==> config.mk <==
export PLATFORM = sky130hd
export DESIGN_NAME = sync_fifo_param
export DESIGN_NICKNAME = d
export VERILOG_FILES = /design/src/rtl/fifo_pkg.sv /design/src/rtl/fifo_mem.sv /design/src/rtl/sync_fifo_param.sv
export SDC_FILE = /design/constraint.sdc
export NUM_CORES = 1
export LEC_CHECK = 0
export CORE_MARGIN = 2
export CORE_UTILIZATION = 45
export DETAILED_ROUTE_END_ITERATION = 10
export DONT_BUFFER_PORTS = 1
export GPL_TIMING_DRIVEN = 0
export HOLD_SLACK_MARGIN = 0.1
export SLEW_MARGIN = 20
export SYNTH_ARGS = -nofsm -noshare
export SYNTH_HDL_FRONTEND = slang
export SYNTH_SLANG_ARGS = --single-unit
==> constraint.sdc <==
create_clock -name clk -period 4.9 [get_ports clk]
set_input_delay 0.98 -clock clk [delete_from_list [all_inputs] [get_ports clk]]
set_output_delay 0.98 -clock clk [all_outputs]
set_load 0.02 [all_outputs]
==> src/rtl/fifo_pkg.sv <==
// Shared types and helpers for the parametrised synchronous FIFO.
package fifo_pkg;

  typedef enum logic {FIFO_STD, FIFO_FWFT} fifo_mode_e;

  localparam int unsigned DefaultAeThresh = 2;
  localparam int unsigned DefaultAfMargin = 2;

  // Never returns 0, so address buses stay at least one bit wide.
  function automatic int unsigned clog2_safe(input int unsigned n);
    return (n <= 2) ? 1 : $clog2(n);
  endfunction

endpackage

==> src/rtl/fifo_mem.sv <==
// Simple dual-port RAM: synchronous write, read port combinational (FWFT) or registered (STD).
module fifo_mem
  import fifo_pkg::*;
#(
  parameter int unsigned DataWidth = 8,
  parameter int unsigned Depth     = 16,
  parameter fifo_mode_e  Mode      = FIFO_STD,
  parameter int unsigned AddrW     = clog2_safe(Depth)
) (
  input  logic                 clk_i,
  input  logic                 rst_ni,
  input  logic                 we_i,
  input  logic [AddrW-1:0]     waddr_i,
  input  logic [DataWidth-1:0] wdata_i,
  input  logic                 re_i,
  input  logic [AddrW-1:0]     raddr_i,
  output logic [DataWidth-1:0] rdata_o
);

  logic [DataWidth-1:0] mem_q [Depth];

  always_ff @(posedge clk_i) begin
    if (we_i) begin
      mem_q[waddr_i] <= wdata_i;
    end
  end

  if (Mode == FIFO_FWFT) begin : g_comb_rd
    assign rdata_o = mem_q[raddr_i];
  end else begin : g_reg_rd
    logic [DataWidth-1:0] rdata_q;

    // Old contents are returned when a read and write hit the same slot.
    always_ff @(posedge clk_i or negedge rst_ni) begin
      if (!rst_ni) begin
        rdata_q <= '0;
      end else if (re_i) begin
        rdata_q <= mem_q[raddr_i];
      end
    end

    assign rdata_o = rdata_q;
  end

endmodule

==> src/rtl/sync_fifo_param.sv <==
// Single-clock FIFO with width/depth parameters, optional FWFT, threshold flags and error pulses.
module sync_fifo_param
  import fifo_pkg::*;
#(
  parameter int unsigned DATA_WIDTH = 8,
  parameter int unsigned DEPTH      = 16,
  parameter int unsigned AF_THRESH  = DEPTH - DefaultAfMargin,
  parameter int unsigned AE_THRESH  = DefaultAeThresh,
  parameter int unsigned FWFT       = 0
) (
  input  logic                       clk,
  input  logic                       rst,
  input  logic [DATA_WIDTH-1:0]      data_in,
  input  logic                       wr_en,
  input  logic                       rd_en,
  output logic [DATA_WIDTH-1:0]      data_out,
  output logic                       full,
  output logic                       empty,
  output logic                       almost_full,
  output logic                       almost_empty,
  output logic [clog2_safe(DEPTH):0] count,
  output logic                       overflow,
  output logic                       underflow
);

  localparam int unsigned AW   = clog2_safe(DEPTH);
  localparam int unsigned PtrW = AW + 1;
  localparam fifo_mode_e  Mode = (FWFT != 0) ? FIFO_FWFT : FIFO_STD;

  if (DEPTH < 4 || (DEPTH & (DEPTH - 1)) != 0) begin : g_bad_depth
    $fatal(1, "sync_fifo_param: DEPTH must be a power of two >= 4");
  end
  if (AF_THRESH < 1 || AF_THRESH > DEPTH) begin : g_bad_af
    $fatal(1, "sync_fifo_param: AF_THRESH out of range");
  end
  if (AE_THRESH > DEPTH - 1) begin : g_bad_ae
    $fatal(1, "sync_fifo_param: AE_THRESH out of range");
  end

  logic [PtrW-1:0]       wr_ptr_q, wr_ptr_d, rd_ptr_q, rd_ptr_d;
  logic [PtrW-1:0]       occ;
  logic                  wr_acc, rd_acc;
  logic                  overflow_q, underflow_q;
  logic [DATA_WIDTH-1:0] mem_rdata;

  // Extra wrap bit makes the modulo difference span 0..DEPTH.
  assign occ          = wr_ptr_q - rd_ptr_q;
  assign count        = occ;
  assign full         = (occ == PtrW'(DEPTH));
  assign empty        = (occ == '0);
  assign almost_full  = (occ >= PtrW'(AF_THRESH));
  assign almost_empty = (occ <= PtrW'(AE_THRESH));
  assign overflow     = overflow_q;
  assign underflow    = underflow_q;

  always_comb begin
    rd_acc   = rd_en && !empty;
    wr_acc   = wr_en && (!full || rd_acc);
    wr_ptr_d = wr_ptr_q + PtrW'(wr_acc);
    rd_ptr_d = rd_ptr_q + PtrW'(rd_acc);
  end

  always_ff @(posedge clk or negedge rst) begin
    if (!rst) begin
      wr_ptr_q    <= '0;
      rd_ptr_q    <= '0;
      overflow_q  <= 1'b0;
      underflow_q <= 1'b0;
    end else begin
      wr_ptr_q    <= wr_ptr_d;
      rd_ptr_q    <= rd_ptr_d;
      overflow_q  <= wr_en && !wr_acc;
      underflow_q <= rd_en && !rd_acc;
    end
  end

  fifo_mem #(
    .DataWidth(DATA_WIDTH),
    .Depth    (DEPTH),
    .Mode     (Mode),
    .AddrW    (AW)
  ) u_mem (
    .clk_i  (clk),
    .rst_ni (rst),
    .we_i   (wr_acc),
    .waddr_i(wr_ptr_q[AW-1:0]),
    .wdata_i(data_in),
    .re_i   (rd_acc),
    .raddr_i(rd_ptr_q[AW-1:0]),
    .rdata_o(mem_rdata)
  );

  if (Mode == FIFO_FWFT) begin : g_fwft_out
    logic [DATA_WIDTH-1:0] hold_q;

    // Remembers the last head shown so data_out is stable once the FIFO drains.
    always_ff @(posedge clk or negedge rst) begin
      if (!rst) begin
        hold_q <= '0;
      end else if (!empty) begin
        hold_q <= mem_rdata;
      end
    end

    assign data_out = empty ? hold_q : mem_rdata;
  end else begin : g_std_out
    assign data_out = mem_rdata;
  end

endmodule

==> impl_metrics.py, run 1 <==
metrics = {
    "outcome": {
        "outcome": "complete, no violations",
    },
    "clocking": {
        "cts_buffers": 17,
        "postCtsHoldBufs": 0,
        "cts_tree": "built",
        "clk_pin_slew_ns": 0.06,
        "htreeDepth": 4,
        "numClockSinks": 148,
        "clock_path_buffers": 2,
        "cts_root_buf": "clkbuf_16",
        "insertion_delay_ns": 0.42,
    },
    "synthesis": {
        "ys_types": 31,
        "synthArstFlopShare_pct": 13.5,
        "synth_fp_nets": 322,
        "synthFlopType": "edfxtp_1",
        "ys_seq_elements": 148,
        "yosys_warnings": 0,
        "synth_edf_count": 128,
        "synth_seq_area_share_pct": 73.7,
        "syn_inst": 301,
        "post_synth.cell_area_avg_um2": 19.6,
        "syn_area_um2": 5890,
    },
    "setup_path": {
        "worstPathArrival_ns": 3.69,
        "startpoint_type": "flip-flop",
        "reg2regPathDepth": 9,
        "timing.rr.start": "rd_ptr_q[1]",
        "cp-end-kind": "primary output",
        "cp_max_fo": 10,
        "max_stage_delay_ns": 0.67,
        "path_cells": "clkbuf_1 > clkbuf_2 > inv_1 > fa_1 > nand2b_1 > a2111o_1 > a211oi_1",
        "cpMaxStageDelayCell": "fa_1",
        "crit_type": "reg -> out",
        "ff2ff_setup_slack_ns": 0.45,
        "r2r-end": "u_mem.mem_q[3][3]",
        "cp.required_ns": 3.92,
    },
    "drt": {
        "wirelength_um": 11500,
        "dr.pass1.iters": 4,
        "top_layer": "met4",
        "drtIter0Drc": 251,
        "num_vias": 2810,
        "wl_met1_um": 4740,
        "dr_wl_met2_um": 5810,
        "drt-wirelength-per-cell_um": 22.7,
        "drc": 0,
        "wl_met3_um": 778,
        "antenna_left": 0,
        "viasPerCell": 5.54,
    },
    "finish": {
        "syn_to_final_growth_pct": 13.8,
        "fin_nets": 343,
        "antenna_cells": 0,
        "fillers": 1052,
        "drive_gt1_share_pct": 26.0,
        "final_util_pct": 52.7,
        "mostFrequentLayoutCell": "edfxtp_1",
        "mostFrequentLayoutCells": "edfxtp_1 (128), mux4_2 (32), dfrtp_1 (20)",
    },
    "placed_design": {
        "gp_congestion": 0.779,
        "io_buffers": 0,
        "dp_hpwl_um": 7600,
    },
    "die": {
        "pin_count": 31,
        "initial_utilization_pct": 46.3,
        "die_area_um2": 14000,
        "core_region_area_um2": 12700,
        "std_cell_rows": 41,
        "die_x_um": 118,
        "die_y_um": 118,
    },
    "sta": {
        "holdWs_ns": 0.250,
        "hold_violations": 0,
        "clock_skew_ns": 0.0146,
        "relSlewSlack_pct": 29.8,
        "finalSetupViolations": 0,
        "max_freq_mhz": 214,
        "tightest_slew_ns": 1.05,
        "period_needed_ns": 4.67,
        "slew_violations": 0,
        "grt_setup_unrepaired": "no",
        "period_share_pct": 95.4,
    },
    "worst_hold_path": {
        "hp-class": "in -> async",
    },
    "pwr": {
        "power-per-cell-area_nw_per_um2": 657,
        "peakVddDrop_mv": 0.413,
        "total_power_mw": 4.41,
        "p_leak_nw": 2.26,
    },
    "grt": {
        "grt_overflow": 0,
        "grt_max_degree": 21,
        "grt_pass1_wl_um": 17900,
        "grt_pass1_vias": 3044,
        "grt.total_usage_pct": 17.9,
        "antenna_found_initial": 0,
    },
    "job": {
        "maxCapViolCount": 0,
    },
}
-- layout make-up --
class	count	area, um2	area share, %
Multi-Input combinational cell	135	1500	22.3
Timing Repair Buffer	2	18.8	0.280
Sequential cell	148	4340	64.8
Tap cell	172	215	3.21
Inverter	9	33.8	0.504
Clock inverter	13	105	1.57
Clock buffer	19	453	6.75
Buffer	9	38.8	0.578
-- through the flow --
stage / setup TNS, ns / instances / instance area, um2 / setup WS, ns
floorplan: 0 / 301 / 5890 / 0.969
detailed placement: 0 / 475 / 6150 / 0.211
global route: 0 / 507 / 6710 / 0.0388
finish: 0 / 507 / 6710 / 0.227
CTS: 0 / 507 / 6710 / 0.194
global placement: -4.92 / 473 / 6110 / -0.236
-- repair_timing --
item / 4_1_cts / 5_1_grt
setup buffers: 0 / 0
setup endpoints to repair: 1 / 0
endpoints found under the hold margin: 0 / 0
gates resized for setup: 1 / 0
-- synth_stat cells (2+ instances only) --
| master | count | area, um2 |
|---|---|---|
| nand2_1 | 11 | 41.3 |
| ha_1 | 8 | 100 |
| a2111o_1 | 2 | 22.5 |
| and2_1 | 2 | 12.5 |
| dfrtp_1 | 20 | 500 |
| nand3b_1 | 2 | 15.0 |
| buf_2 | 3 | 15.0 |
| nand4b_1 | 2 | 17.5 |
| edfxtp_1 | 128 | 3840 |
| clkbuf_1 | 6 | 22.5 |
| mux4_2 | 32 | 721 |
| nor2_1 | 18 | 67.6 |
| xnor2_1 | 4 | 35.0 |
| a21oi_1 | 4 | 20.0 |
| nand2b_1 | 3 | 18.8 |
| nand3_1 | 5 | 25.0 |
| mux2_2 | 8 | 90.1 |
| a22oi_1 | 16 | 120 |
| xor2_1 | 4 | 35.0 |
| inv_1 | 9 | 33.8 |
| nor3_1 | 4 | 20.0 |
-- worst max path at each step --
stage                 from            endpoint  slack [ns]  cells past startpoint
2_1_floorplan  rd_ptr_q[1]        almost_empty        0.97                      6
3_3_place_gp   rd_ptr_q[1]   u_mem.mem_q[1][2]       -0.24                      9
3_5_place_dp   rd_ptr_q[1]  u_mem.mem_q[13][6]        0.21                      9
4_1_cts        rd_ptr_q[1]                full        0.19                      7
5_1_grt        rd_ptr_q[1]                full        0.04                      7
6_report       rd_ptr_q[1]                full        0.23                      7
-- cells by family after synthesis --
| family | share of synthesized area (%) |
|---|---|
| AND/OR/NAND/NOR | 4.16 |
| multiplexers | 13.8 |
| adder cells (fa/ha/maj) | 2.04 |
| AO/OA/AOI/OAI | 3.65 |
| XOR/XNOR | 1.46 |
| buffers and inverters | 1.21 |
| flip-flops | 73.7 |
-- flip-flops by register name, indices dropped and copies added, names as in the netlist --
register / flops
u_mem.mem_q: 128
underflow: 1
wr_ptr_q: 5
overflow: 1
u_mem.rdata_o: 8
rd_ptr_q: 5
-- worst max-delay path, delay by kind of cell (launching register included) --
kind,cells,cell delay (ns)
and+or+nand+nor,1,0.27
AOI/OAI and AO/OA,2,1.07
adders and majority gates,1,0.67
buffers and inverters,3,0.93
DFF,1,0.35
-- power breakdown --
part / internal [mW] / switching, mW / leakage [nW]
registers: 1.57 / 0.149 / 1.40
logic: 0.575 / 0.908 / 0.584
clock network: 0.720 / 0.487 / 0.275
-- metal layers --
metal / vias to the layer above / track usage, %
li1: 1262 / -
met1: 1446 / 23.4
met2: 83 / 28.6
met3: 19 / 5.60
met4: 0 / 6.25
met5: - / 0
Note: power is estimated with default switching activity, not from simulation.
==> inputs of run 2 (changes only) <==
--- a/config.mk
+++ b/config.mk
@@ -11,6 +11,7 @@
 export DONT_BUFFER_PORTS = 1
 export GPL_TIMING_DRIVEN = 0
 export HOLD_SLACK_MARGIN = 0.1
+export SKIP_LAST_GASP = 1
 export SLEW_MARGIN = 20
 export SYNTH_ARGS = -nofsm -noshare
 export SYNTH_HDL_FRONTEND = slang
==> results of run 2 <==
Final layout, timing and power as in run 1 (identical DEF).
==> inputs of run 3 (changes only) <==
--- a/config.mk
+++ b/config.mk
@@ -11,6 +11,7 @@
 export DONT_BUFFER_PORTS = 1
 export GPL_TIMING_DRIVEN = 0
 export HOLD_SLACK_MARGIN = 0.1
+export RECOVER_POWER = 50
 export SKIP_LAST_GASP = 1
 export SLEW_MARGIN = 20
 export SYNTH_ARGS = -nofsm -noshare
==> results of run 3 <==
Final layout, timing and power as in run 1 (identical DEF).
